## config.mk

```make
export PLATFORM = sky130hd
export DESIGN_NAME = serial_subtractor
export DESIGN_NICKNAME = d
export VERILOG_FILES = /design/src/rtl/arith_defs.sv /design/src/rtl/full_subtractor.sv /design/src/rtl/serial_subtractor.sv
export SDC_FILE = /design/constraint.sdc
export NUM_CORES = 1
export LEC_CHECK = 0
export ABC_CLOCK_PERIOD_IN_PS = 1400
export BUFFER_PORTS_ARGS = -buffer_cell sky130_fd_sc_hd__buf_4
export CELL_PAD_IN_SITES_DETAIL_PLACEMENT = 1
export CELL_PAD_IN_SITES_GLOBAL_PLACEMENT = 2
export CORE_UTILIZATION = 33
export DETAILED_ROUTE_END_ITERATION = 8
export PLACE_DENSITY = 0.77
export SLEW_MARGIN = 30
export SYNTH_ARGS = -nofsm -noshare
export SYNTH_HDL_FRONTEND = slang
export SYNTH_HIERARCHICAL = 1
export SYNTH_SLANG_ARGS = --single-unit
```

## constraint.sdc

```tcl
create_clock -name clk -period 1.4 [get_ports clk]
set_input_delay 0.21 -clock clk [delete_from_list [all_inputs] [get_ports clk]]
set_output_delay 0.21 -clock clk [all_outputs]
set_load 0.005 [all_outputs]
```

## src/rtl/arith_defs.sv

```systemverilog
// Shared definitions for the bit-serial arithmetic blocks: FSM state codes
// and the default operand width.
package arith_defs;
  localparam int DEFAULT_WIDTH = 8;

  localparam logic [1:0] S_IDLE  = 2'd0;
  localparam logic [1:0] S_SHIFT = 2'd1;
  localparam logic [1:0] S_DONE  = 2'd2;
endpackage

```

## src/rtl/full_subtractor.sv

```systemverilog
// One-bit full subtractor cell (a - b - bin), purely combinational.
// Counterpart of the full_adder cell; no state, no handshake.
module full_subtractor (
  input  logic a,
  input  logic b,
  input  logic bin,
  output logic d,
  output logic bout
);
  assign d    = a ^ b ^ bin;
  assign bout = (~a & b) | (~(a ^ b) & bin);
endmodule

```

## src/rtl/serial_subtractor.sv

```systemverilog
// Bit-serial x - y, LSB first, one full-subtractor cell reused per cycle.
// start-to-done is WIDTH cycles; start is ignored while busy.
module serial_subtractor
  import arith_defs::*;
#(
  parameter  int WIDTH = DEFAULT_WIDTH,
  localparam int CNT_W = $clog2(WIDTH) + 1
) (
  input  logic             clk,
  input  logic             reset,
  input  logic             start,
  input  logic [WIDTH-1:0] x,
  input  logic [WIDTH-1:0] y,
  output logic             busy,
  output logic             done,
  output logic [WIDTH-1:0] diff,
  output logic             borrow,
  output logic             ovf
);
  logic [1:0]       r_state;
  logic [1:0]       w_next_state;
  logic [WIDTH-1:0] r_xr;
  logic [WIDTH-1:0] r_yr;
  logic [WIDTH-2:0] r_acc;
  logic [WIDTH-1:0] w_acc_next;
  logic             r_brw;
  logic [CNT_W-1:0] r_cnt;
  logic             r_xmsb;
  logic             r_ymsb;
  logic [WIDTH-1:0] r_diff;
  logic             r_borrow;
  logic             r_ovf;
  logic             w_d;
  logic             w_bout;
  logic             w_capture;
  logic             w_last;

  full_subtractor u_fs (
    .a    (r_xr[0]),
    .b    (r_yr[0]),
    .bin  (r_brw),
    .d    (w_d),
    .bout (w_bout)
  );

  assign w_capture  = start & ((r_state == S_IDLE) | (r_state == S_DONE));
  assign w_last     = (r_cnt == CNT_W'(WIDTH - 1));
  assign w_acc_next = {w_d, r_acc};

  always_ff @(posedge clk or posedge reset) begin
    if (reset) r_state <= S_IDLE;
    else       r_state <= w_next_state;
  end

  always_comb begin
    w_next_state = r_state;
    case (r_state)
      S_IDLE:  if (start) w_next_state = S_SHIFT;
      S_SHIFT: if (w_last) w_next_state = S_DONE;
      S_DONE:  w_next_state = start ? S_SHIFT : S_IDLE;
      default: w_next_state = S_IDLE;
    endcase
  end

  always_comb begin
    busy = (r_state == S_SHIFT);
    done = (r_state == S_DONE);
  end

  always_ff @(posedge clk or posedge reset) begin
    if (reset) begin
      r_xr     <= '0;
      r_yr     <= '0;
      r_acc    <= '0;
      r_brw    <= 1'b0;
      r_cnt    <= '0;
      r_xmsb   <= 1'b0;
      r_ymsb   <= 1'b0;
      r_diff   <= '0;
      r_borrow <= 1'b0;
      r_ovf    <= 1'b0;
    end else if (w_capture) begin
      r_xr   <= x;
      r_yr   <= y;
      r_brw  <= 1'b0;
      r_cnt  <= '0;
      r_xmsb <= x[WIDTH-1];
      r_ymsb <= y[WIDTH-1];
    end else if (r_state == S_SHIFT) begin
      r_xr  <= r_xr >> 1;
      r_yr  <= r_yr >> 1;
      r_acc <= w_acc_next[WIDTH-1:1];
      r_brw <= w_bout;
      r_cnt <= r_cnt + CNT_W'(1);
      // Results are published only as the last bit retires.
      if (w_last) begin
        r_diff   <= w_acc_next;
        r_borrow <= w_bout;
        r_ovf    <= (r_xmsb != r_ymsb) & (w_d != r_xmsb);
      end
    end
  end

  assign diff   = r_diff;
  assign borrow = r_borrow;
  assign ovf    = r_ovf;
endmodule

```

==> impl_metrics.toml <==
[yosys]
synth_fa_ha_area_share_pct = 1.83
synth_xor_area_share_pct = 0.493
syn_inst = 138
synthMuxAreaShare_pct = 17.0
synth_compound_area_share_pct = 10.4
synth_area_per_cell_um2 = 12.9
synth_top_family_by_area = "multiplexers"
ys_ff_latch = 42
yosysWarnings = 6
synth_nets = 159
post_synth_and_or_nand_nor_area_fraction_pct = 7.75
ys_seq_area_share_pct = 59.2
synth_area_um2 = 1780
synth_cell_type_count = 23

[job]
max_cap_viol_count = 0

[global_routing]
grt_pass1_vias = 1308
antenna_found_initial = 0
grt.total_usage_pct = 15.4
overflow = 0
grt_max_degree = 43
grt_pass1_wl_um = 6260

[status]
status = "finished, violations left"
violations = "setup timing"

[route]
drt_iter0_drc = 83
wl_per_cell_um = 15.0
wl_met2_um = 1970
num_vias = 1252
highest_layer = "met4"
routed_wl_um = 3930
wl_met3_um = 117
vias_per_cell = 4.78
drc_errors = 0
dr.pass1.iters = 5
wl_met1_um = 1760
ant_nets = 0

[die]
die_h_um = 75.4
num_rows = 26
die-area_um2 = 5680
core_um2 = 5140
start_util_pct = 34.6
die_w_um = 75.4
io_pins = 31

[layout]
drive_gt1_share_pct = 43.8
fin_util_pct = 48.4
area_growth_pct = 40.1
final.fill_count = 569
final_common_cell = "dfrtp_1"
mostFrequentLayoutCells = "dfrtp_1 (42), buf_4 (39), nand2_1 (18)"
final_nets = 212
num_antenna_cells = 0

[setup_path]
critical_path.reg2reg.startpoint = "r_yr[0]"
worstPathArrival_ns = 1.70
rr_endpoint = "ovf"
rr_worst_depth = 5
reg2reg_slack_ns = -0.12
crit_type = "flop to flop"
cp-end-kind = "flop"
required_ns = 1.58
crit_fanout = 3
startpoint_type = "flop"

[clocking]
cts_sinks = 42
clockRootBuffer = "clkbuf_8"
clk_pin_slew_ns = 0.08
cts_max_path_buffers = 2
clock_latency_ns = 0.30
cts_buffers = 5
htree_levels = 2
cts_tree = "yes"

[timing]
setup_viol = 12
final.setup.worst_slack_ns = -0.120
fin_tns_setup_ns = -0.670
fin_crit_ns = 1.52
finalHoldViolCount = 0
max_freq_mhz = 658
slew_headroom_pct = 84.4
fin_crit_sh_pct = 109
slew_viol_final = 0
worst_slew_pin_slew_ns = 0.234
clock_skew_ns = 0.00492
rsz0062_at_grt = "true"

[placed_design]
port_buffers = 30
dp_hpwl_um = 2490
place.gp.congestion = 0.651

[power_and_ir_drop]
leakage_nw = 1.25
p_per_area_nw_per_um2 = 2410
peakVddDrop_mv = 0.790

[hold_path]
hold_path.class = "input port to flop"
holdCritStartpoint = "y[6]"
min_delay_worst_endpoint = "r_yr[6]"
holdPathStages = 3
==> power by group <==
part,switching (mW),leakage [nW],internal [mW]
logic,1.10,0.672,1.80
clock network,0.409,0.0524,0.534
registers,0.356,0.522,1.79
total,1.87,1.25,4.12
==> cells by family after synthesis <==
logic type,Yosys count
AOI/OAI and AO/OA,26
xor gates and xnor gates,1
adders and majority gates,2
buffers and inverters,11
DFF,42
muxes,28
and+or+nand+nor,28
==> critical path, cell delays in order (launching register included) <==
cell	delay [ns]
dfrtp_1	0.36
inv_2	0.04
fa_1	0.57
nand2b_1	0.11
o22ai_1	0.07
mux2_4	0.25
==> area by class of cell <==
class                           instances  area (µm²)  share of cell area [%]
Tap cell                               70        87.6                    3.52
Timing Repair Buffer                   52         503                    20.2
Sequential cell                        42        1050                    42.2
Clock inverter                          1        30.0                    1.21
Inverter                                4        15.0                   0.603
Multi-Input combinational cell         86         727                    29.2
Clock buffer                            7        76.3                    3.07
==> how the worst max path moves through the flow <==
stage          endpoint  cells after the start  startpoint
5_1_grt             ovf                      5     r_yr[0]
2_1_floorplan       ovf                      5       r_brw
3_3_place_gp        ovf                      5       r_brw
3_5_place_dp        ovf                      5       r_brw
4_1_cts             ovf                      5     r_yr[0]
6_report            ovf                      5     r_yr[0]
==> stage by stage <==
| step | instances | power (mW) | instance area, µm² | hold slack [ns] | setup WS, ns |
|---|---|---|---|---|---|
| finish | 262 | 5.99 | 2490 | 0.116 | -0.120 |
| global route | 262 | 6.44 | 2490 | 0.122 | -0.180 |
| CTS | 259 | 5.74 | 2400 | 0.105 | -0.140 |
| detailed placement | 244 | 4.53 | 2210 | 0.299 | -0.135 |
| global placement | 244 | 4.37 | 2210 | 0.292 | -0.0792 |
| floorplan | 138 | 3.49 | 1780 | 0.315 | -0.0704 |
==> repair_timing <==
item                       CTS  global route
hold buffers                 1             0
pin swaps                    2             3
hold endpoints to repair    42             0
setup buffers                6             2
gates resized for setup      8            22
setup endpoints to repair   12            38
cloned                       0             2
==> routing by layer <==
metal	up-vias	track usage, %
li1	589	-
met1	636	19.2
met2	20	25.5
met3	7	3.70
met4	0	6.79
met5	-	0
==> Yosys cell counts <==
| library cell | instances | area share (%) |
|---|---|---|
| dfrtp_1 | 42 | 59 |
| nand2_1 | 19 | 4.0 |
| mux2_2 | 18 | 11 |
| a22o_1 | 10 | 4.9 |
| mux2i_1 | 10 | 5.6 |
| o21ai_0 | 9 | 2.5 |
| a21o_1 | 6 | 2.5 |
| inv_1 | 4 | 0.84 |
| buf_2 | 3 | 0.84 |
| buf_4 | 2 | 0.84 |
| nand2b_1 | 2 | 0.70 |
| nor2b_1 | 2 | 0.70 |
| and2b_1 | 1 | 0.42 |
| buf_6 | 1 | 0.63 |
| clkbuf_1 | 1 | 0.21 |
| fa_1 | 1 | 1.1 |
| ha_1 | 1 | 0.70 |
| nand4_1 | 1 | 0.35 |
| nor2_1 | 1 | 0.21 |
| nor2_4 | 1 | 0.63 |
| nor3b_2 | 1 | 0.70 |
| o22ai_1 | 1 | 0.35 |
| xnor2_1 | 1 | 0.49 |
==> registers in the layout, summed over array words and instances (netlist names) <==
signal,count
borrow,1
r_cnt,4
r_yr,8
r_state,2
r_brw,1
r_acc,7
r_ymsb,1
diff,8
r_xr,8
ovf,1
r_xmsb,1
Power figures use the tool's default switching activity.
